**src/rtl/accum_pkg.sv**
```systemverilog
// accum_pkg: shared state encoding and sizing helpers for the chunked accumulator
package accum_pkg;
  typedef enum logic [1:0] {IDLE, ADD, WRITE, HOLD} accum_state_t;
  function automatic int nchunk(input int w, input int c);
    return w / c;
  endfunction
  function automatic int idx_w(input int n);
    return (n > 1) ? $clog2(n) : 1;
  endfunction
endpackage

```
**src/rtl/chunk_adder.sv**
```systemverilog
// chunk_adder: combinational CHUNK-bit add with carry in/out
module chunk_adder #(
  parameter int CHUNK = 4
) (
  input  logic [CHUNK-1:0] a_i,
  input  logic [CHUNK-1:0] b_i,
  input  logic             cin_i,
  output logic [CHUNK-1:0] s_o,
  output logic             cout_o
);
  assign {cout_o, s_o} = {1'b0, a_i} + {1'b0, b_i} + {{CHUNK{1'b0}}, cin_i};
endmodule

```
**src/rtl/chunked_accumulator.sv**
```systemverilog
// chunked_accumulator: one add/sub per Run press using a CHUNK-bit adder over NCHUNK cycles
module chunked_accumulator
  import accum_pkg::*;
#(
  parameter int WIDTH = 16,
  parameter int CHUNK = 4
) (
  input  logic             Clk,
  input  logic             Reset_n,
  input  logic             Run,
  input  logic             Clear,
  input  logic             Sub,
  input  logic             Sat_En,
  input  logic [WIDTH-1:0] A_In,
  output logic [WIDTH-1:0] Acc_Out,
  output logic             Carry_Out,
  output logic             Overflow,
  output logic             Busy,
  output logic             Done
);
  localparam int NCHUNK = nchunk(WIDTH, CHUNK);
  localparam int IW = idx_w(NCHUNK);
  localparam logic [IW-1:0] LAST = IW'(NCHUNK - 1);
  if (WIDTH % CHUNK != 0) begin : g_width_chk
    $error("WIDTH must be a multiple of CHUNK");
  end
  accum_state_t state_q, state_d;
  logic run_q;
  logic [WIDTH-1:0] acc_q, acc_d, b_q, b_d, psum_q, psum_d, res;
  logic carry_q, carry_d, cout_q, cout_d, ovf_q, ovf_d, sat_q, sat_d;
  logic [IW-1:0] idx_q, idx_d;
  logic [CHUNK-1:0] s;
  logic co, ovf_w, wr;
  chunk_adder #(.CHUNK(CHUNK)) u_add (
    .a_i   (acc_q[idx_q*CHUNK +: CHUNK]),
    .b_i   (b_q[idx_q*CHUNK +: CHUNK]),
    .cin_i (carry_q),
    .s_o   (s),
    .cout_o(co)
  );
  assign ovf_w = (acc_q[WIDTH-1] == b_q[WIDTH-1]) && (psum_q[WIDTH-1] != acc_q[WIDTH-1]);
  assign res = (ovf_w && sat_q) ? (acc_q[WIDTH-1] ? {1'b1, {(WIDTH-1){1'b0}}} : {1'b0, {(WIDTH-1){1'b1}}}) : psum_q;
  // The result is presented during the Done cycle and registered at its end
  assign wr = (state_q == WRITE) && !Clear;
  assign Done = wr;
  assign Busy = (state_q == ADD) || (state_q == WRITE);
  assign Acc_Out = wr ? res : acc_q;
  assign Carry_Out = wr ? carry_q : cout_q;
  assign Overflow = wr ? ovf_w : ovf_q;
  always_comb begin
    state_d = state_q;
    acc_d = acc_q;
    b_d = b_q;
    psum_d = psum_q;
    carry_d = carry_q;
    cout_d = cout_q;
    ovf_d = ovf_q;
    sat_d = sat_q;
    idx_d = idx_q;
    if (Clear) begin
      acc_d = '0;
      cout_d = 1'b0;
      ovf_d = 1'b0;
      state_d = Run ? HOLD : IDLE;
    end else begin
      case (state_q)
        IDLE: if (Run && !run_q) begin
          b_d = Sub ? ~A_In : A_In;
          carry_d = Sub;
          sat_d = Sat_En;
          idx_d = '0;
          psum_d = '0;
          state_d = ADD;
        end
        ADD: begin
          psum_d[idx_q*CHUNK +: CHUNK] = s;
          carry_d = co;
          idx_d = idx_q + 1'b1;
          state_d = (idx_q == LAST) ? WRITE : ADD;
        end
        WRITE: begin
          acc_d = res;
          cout_d = carry_q;
          ovf_d = ovf_w;
          state_d = Run ? HOLD : IDLE;
        end
        HOLD: state_d = Run ? HOLD : IDLE;
        default: state_d = IDLE;
      endcase
    end
  end
  always_ff @(posedge Clk or negedge Reset_n) begin
    if (!Reset_n) begin
      state_q <= IDLE;
      run_q <= 1'b0;
      acc_q <= '0;
      b_q <= '0;
      psum_q <= '0;
      carry_q <= 1'b0;
      cout_q <= 1'b0;
      ovf_q <= 1'b0;
      sat_q <= 1'b0;
      idx_q <= '0;
    end else begin
      state_q <= state_d;
      run_q <= Run;
      acc_q <= acc_d;
      b_q <= b_d;
      psum_q <= psum_d;
      carry_q <= carry_d;
      cout_q <= cout_d;
      ovf_q <= ovf_d;
      sat_q <= sat_d;
      idx_q <= idx_d;
    end
  end
endmodule
```
**config.mk**
```make
export PLATFORM = sky130hd
export DESIGN_NAME = chunked_accumulator
export DESIGN_NICKNAME = d
export VERILOG_FILES = /design/src/rtl/accum_pkg.sv /design/src/rtl/chunk_adder.sv /design/src/rtl/chunked_accumulator.sv
export SDC_FILE = /design/constraint.sdc
export NUM_CORES = 1
export LEC_CHECK = 0
export CAP_MARGIN = 25
export CORE_MARGIN = 10
export CORE_UTILIZATION = 45
export DETAILED_ROUTE_END_ITERATION = 8
export PLACE_DENSITY = 0.76
export SYNTH_ARGS = -nofsm -noshare
export SYNTH_HDL_FRONTEND = slang
export SYNTH_SLANG_ARGS = --single-unit
```
**constraint.sdc**
```tcl
create_clock -name Clk -period 2.6 [get_ports Clk]
set_input_delay 0.39 -clock Clk [delete_from_list [all_inputs] [get_ports Clk]]
set_output_delay 0.39 -clock Clk [all_outputs]
set_load 0.05 [all_outputs]
```
==> results by group <==
Outcome
  • Status: finished clean

Yosys
  • Synth cell types: 33
  • Top cells by area, synth: dfrtp_1 44%, o21ai_0 8.0%, mux4_2 5.6%
  • Ys Warns: 0
  • Syn Area/Cell: 9.41 sq um
  • Most numerous cell in the Yosys netlist: dfrtp_1
  • Yosys top cell area share: 44.1%
  • FF+latch count, synth: 57
  • FFs w/ async S/R, synth: 100%
  • Post-synth top cells: 57 x dfrtp_1, 52 x o21ai_0, 42 x nor2_1
  • Gate Count Post-Synth: 344
  • Synthesized cell area: 3240 sq um
  • Synth Flop Type: dfrtp_1
  • Post-synth net total: 379
  • Leading area contributor after synthesis: dfrtp_1
  • EDFF count, synth: 0
  • Sequential area share after synthesis: 44.1%

Worst setup path
  • Crit path capture: carry_q
  • Max FO, Critical Path: 4
  • R2R Setup Slk: 0.11 ns
  • Reg-to-Reg Start: idx_q[0]
  • R2R depth: 7
  • Critical path launch point: idx_q[0]
  • Setup CP Type: flip-flop to flip-flop
  • Critical Path Start Type: flip-flop
  • RR Endpoint: carry_q
  • Crit path arrival time: 2.72 ns
  • CP required: 2.83 ns
  • CP Capture Type: flip-flop

CTS
  • Worst-path clk slew: 0.08 ns
  • Clk buf depth: 2
  • Num Clock Sinks: 57
  • Clock Tree Root: clkbuf_8
  • CTS tree: done
  • Htree depth: 3
  • Clock latency on the worst-skew pair: 0.34 ns
  • TritonCTS buffer count: 9

Placement
  • Post-Place Cells: 472
  • RePlAce Congestion: 0.881
  • Final HPWL DP: 5510 um
  • Cell Area, Placed: 3980 sq um
  • Place WS: -0.00428 ns
  • # port buffers: 41

Final layout
  • Post-route cell area: 4240 sq um
  • Post-route insts no fill: 489
  • Area of the multi-input gates: 1640 sq um
  • Layout overhead on the synthesized area: 31.1%
  • Fill count: 585
  • Reg area: 1430 sq um
  • Share of layout cells above drive strength 1: 17.0%
  • Nets: 423
  • Antenna diode count: 0

STA
  • Maximum clock frequency: 401 MHz
  • Period utilization: 95.9%
  • # setup viols final: 0
  • Period minus WS final: 2.49 ns
  • Fin. Hold Viols: 0
  • Max Clock Skew: 0.0135 ns
  • Least-Margin Pin Slew: 0.598 ns
  • Hold Worst Slack: 0.0319 ns
  • Setup slack after layout: 0.107 ns
  • Rel. slew slack: 59.7%
  • RSZ-0062 raised after global routing: false
  • Slew Viols, Final: 0

Die
  • Initial Util: 46.8%
  • Die Y: 105 um
  • Core area: 6910 sq um
  • Area of the die: 11000 sq um
  • Die Wd: 105 um
  • Row Count: 30
  • Ports: 42

Global route
  • Gr usage total: 14.3%
  • Remaining Overflow, GRT: 0
  • First-pass GRT wire length: 13000 um
  • Vias in the first global route: 2558
  • Largest net degree at the start of global routing: 58
  • Antenna violations before repair: 0

Route
  • Routed len/inst: 15.8 um
  • DRT iter0 DRCs: 180
  • Vias: 2632
  • DR vias/cell: 5.38
  • Post-route ant nets: 0
  • Pre-antenna DRT Iters: 4
  • Drt total wl: 7730 um
  • DRC Markers: 0

Power
  • Worst vdd ir: 0.530 mV
  • Leakage: 1.74 nW
  • Pwr/cell area: 1190 nW/um^2
  • Tot Pwr: 5.03 mW

Hold path
  • Worst min-delay path class: input port to async pin

Run
  • Maxcap violations: 0
-- kinds of logic after synthesis --
logic type      count (synthesis)  share of synthesized area, %
buf+inv                        47                          5.68
xor+xnor                       18                          4.87
compound gates                120                          23.1
mux                            10                          6.23
simple gates                   79                          10.5
fa+ha+maj                      13                          5.49
flops                          57                          44.1
-- cell type report --
cell class	count	area share [%]
Clock inverter	5	2.42
Sequential cell	57	33.7
Timing Repair Buffer	56	17.0
Multi-Input combinational cell	240	38.6
Tap cell	96	2.83
Clock buffer	11	3.33
Inverter	24	2.12
-- placed cells by master (no fill, tap or decap), types with 16 or more instances in the layout --
master	n
a211oi_1	16
dfrtp_1	56
a21oi_1	24
clkdlybuf4s50_1	21
inv_1	24
buf_12	20
o21ai_0	45
a22o_1	16
nor2_1	41
nand2_1	24
xnor2_1	17
-- per-layer routing --
metal  vias up  wire, um  share of wire, %  GRT usage [%]
li1       1292         -                 -              -
met1      1238      3500                45           18.6
met2        86      3710                48           22.4
met3        16       401               5.2           3.19
met4         0       115               1.5           5.88
met5         -         0                 0              0
-- registers in the layout, summed over array words and instances, names as in the netlist, 2 cells and up --
signal   count
state_q      2
idx_q        2
acc_q       16
psum_q      16
b_q         16
-- how the worst min path moves through the flow --
stage | to | slack (ns)
global route | acc_q[5] | 0.06
global placement | acc_q[2] | 0.41
finish | acc_q[7] | 0.03
detailed placement | acc_q[5] | 0.41
CTS | acc_q[5] | 0.05
floorplan | acc_q[0] | 0.09
-- worst max-delay path, cell delays in order, from the launching register on --
cell     delay (ns)
dfrtp_2        0.42
mux4_2         0.55
fa_2           0.39
fa_2           0.37
a21o_1         0.19
a21oi_1        0.13
a21oi_1        0.08
mux2_2         0.27
-- per-stage QoR --
stage	TNS, ns	utilization [%]
final	0	61.4
after global routing	0	61.4
after CTS	0	61.2
after detailed placement	-0.00428	57.7
after global placement	0	57.7
after floorplan	-1.34	-
-- power breakdown --
| group | total, mW | switching (mW) | leakage, nW | internal [mW] |
|---|---|---|---|---|
| Combinational | 2.58 | 1.46 | 0.890 | 1.12 |
| Clock | 1.03 | 0.371 | 0.120 | 0.662 |
| Sequential | 1.42 | 0.244 | 0.732 | 1.18 |
-- what timing repair did --
action                                  in CTS  in global routing
setup buffers                                0                  1
hold buffers                                 0                  0
resized for setup                            1                  3
pin swaps                                    0                  0
endpoints found under the setup margin       1                  3
Power figures use the tool's default switching activity.
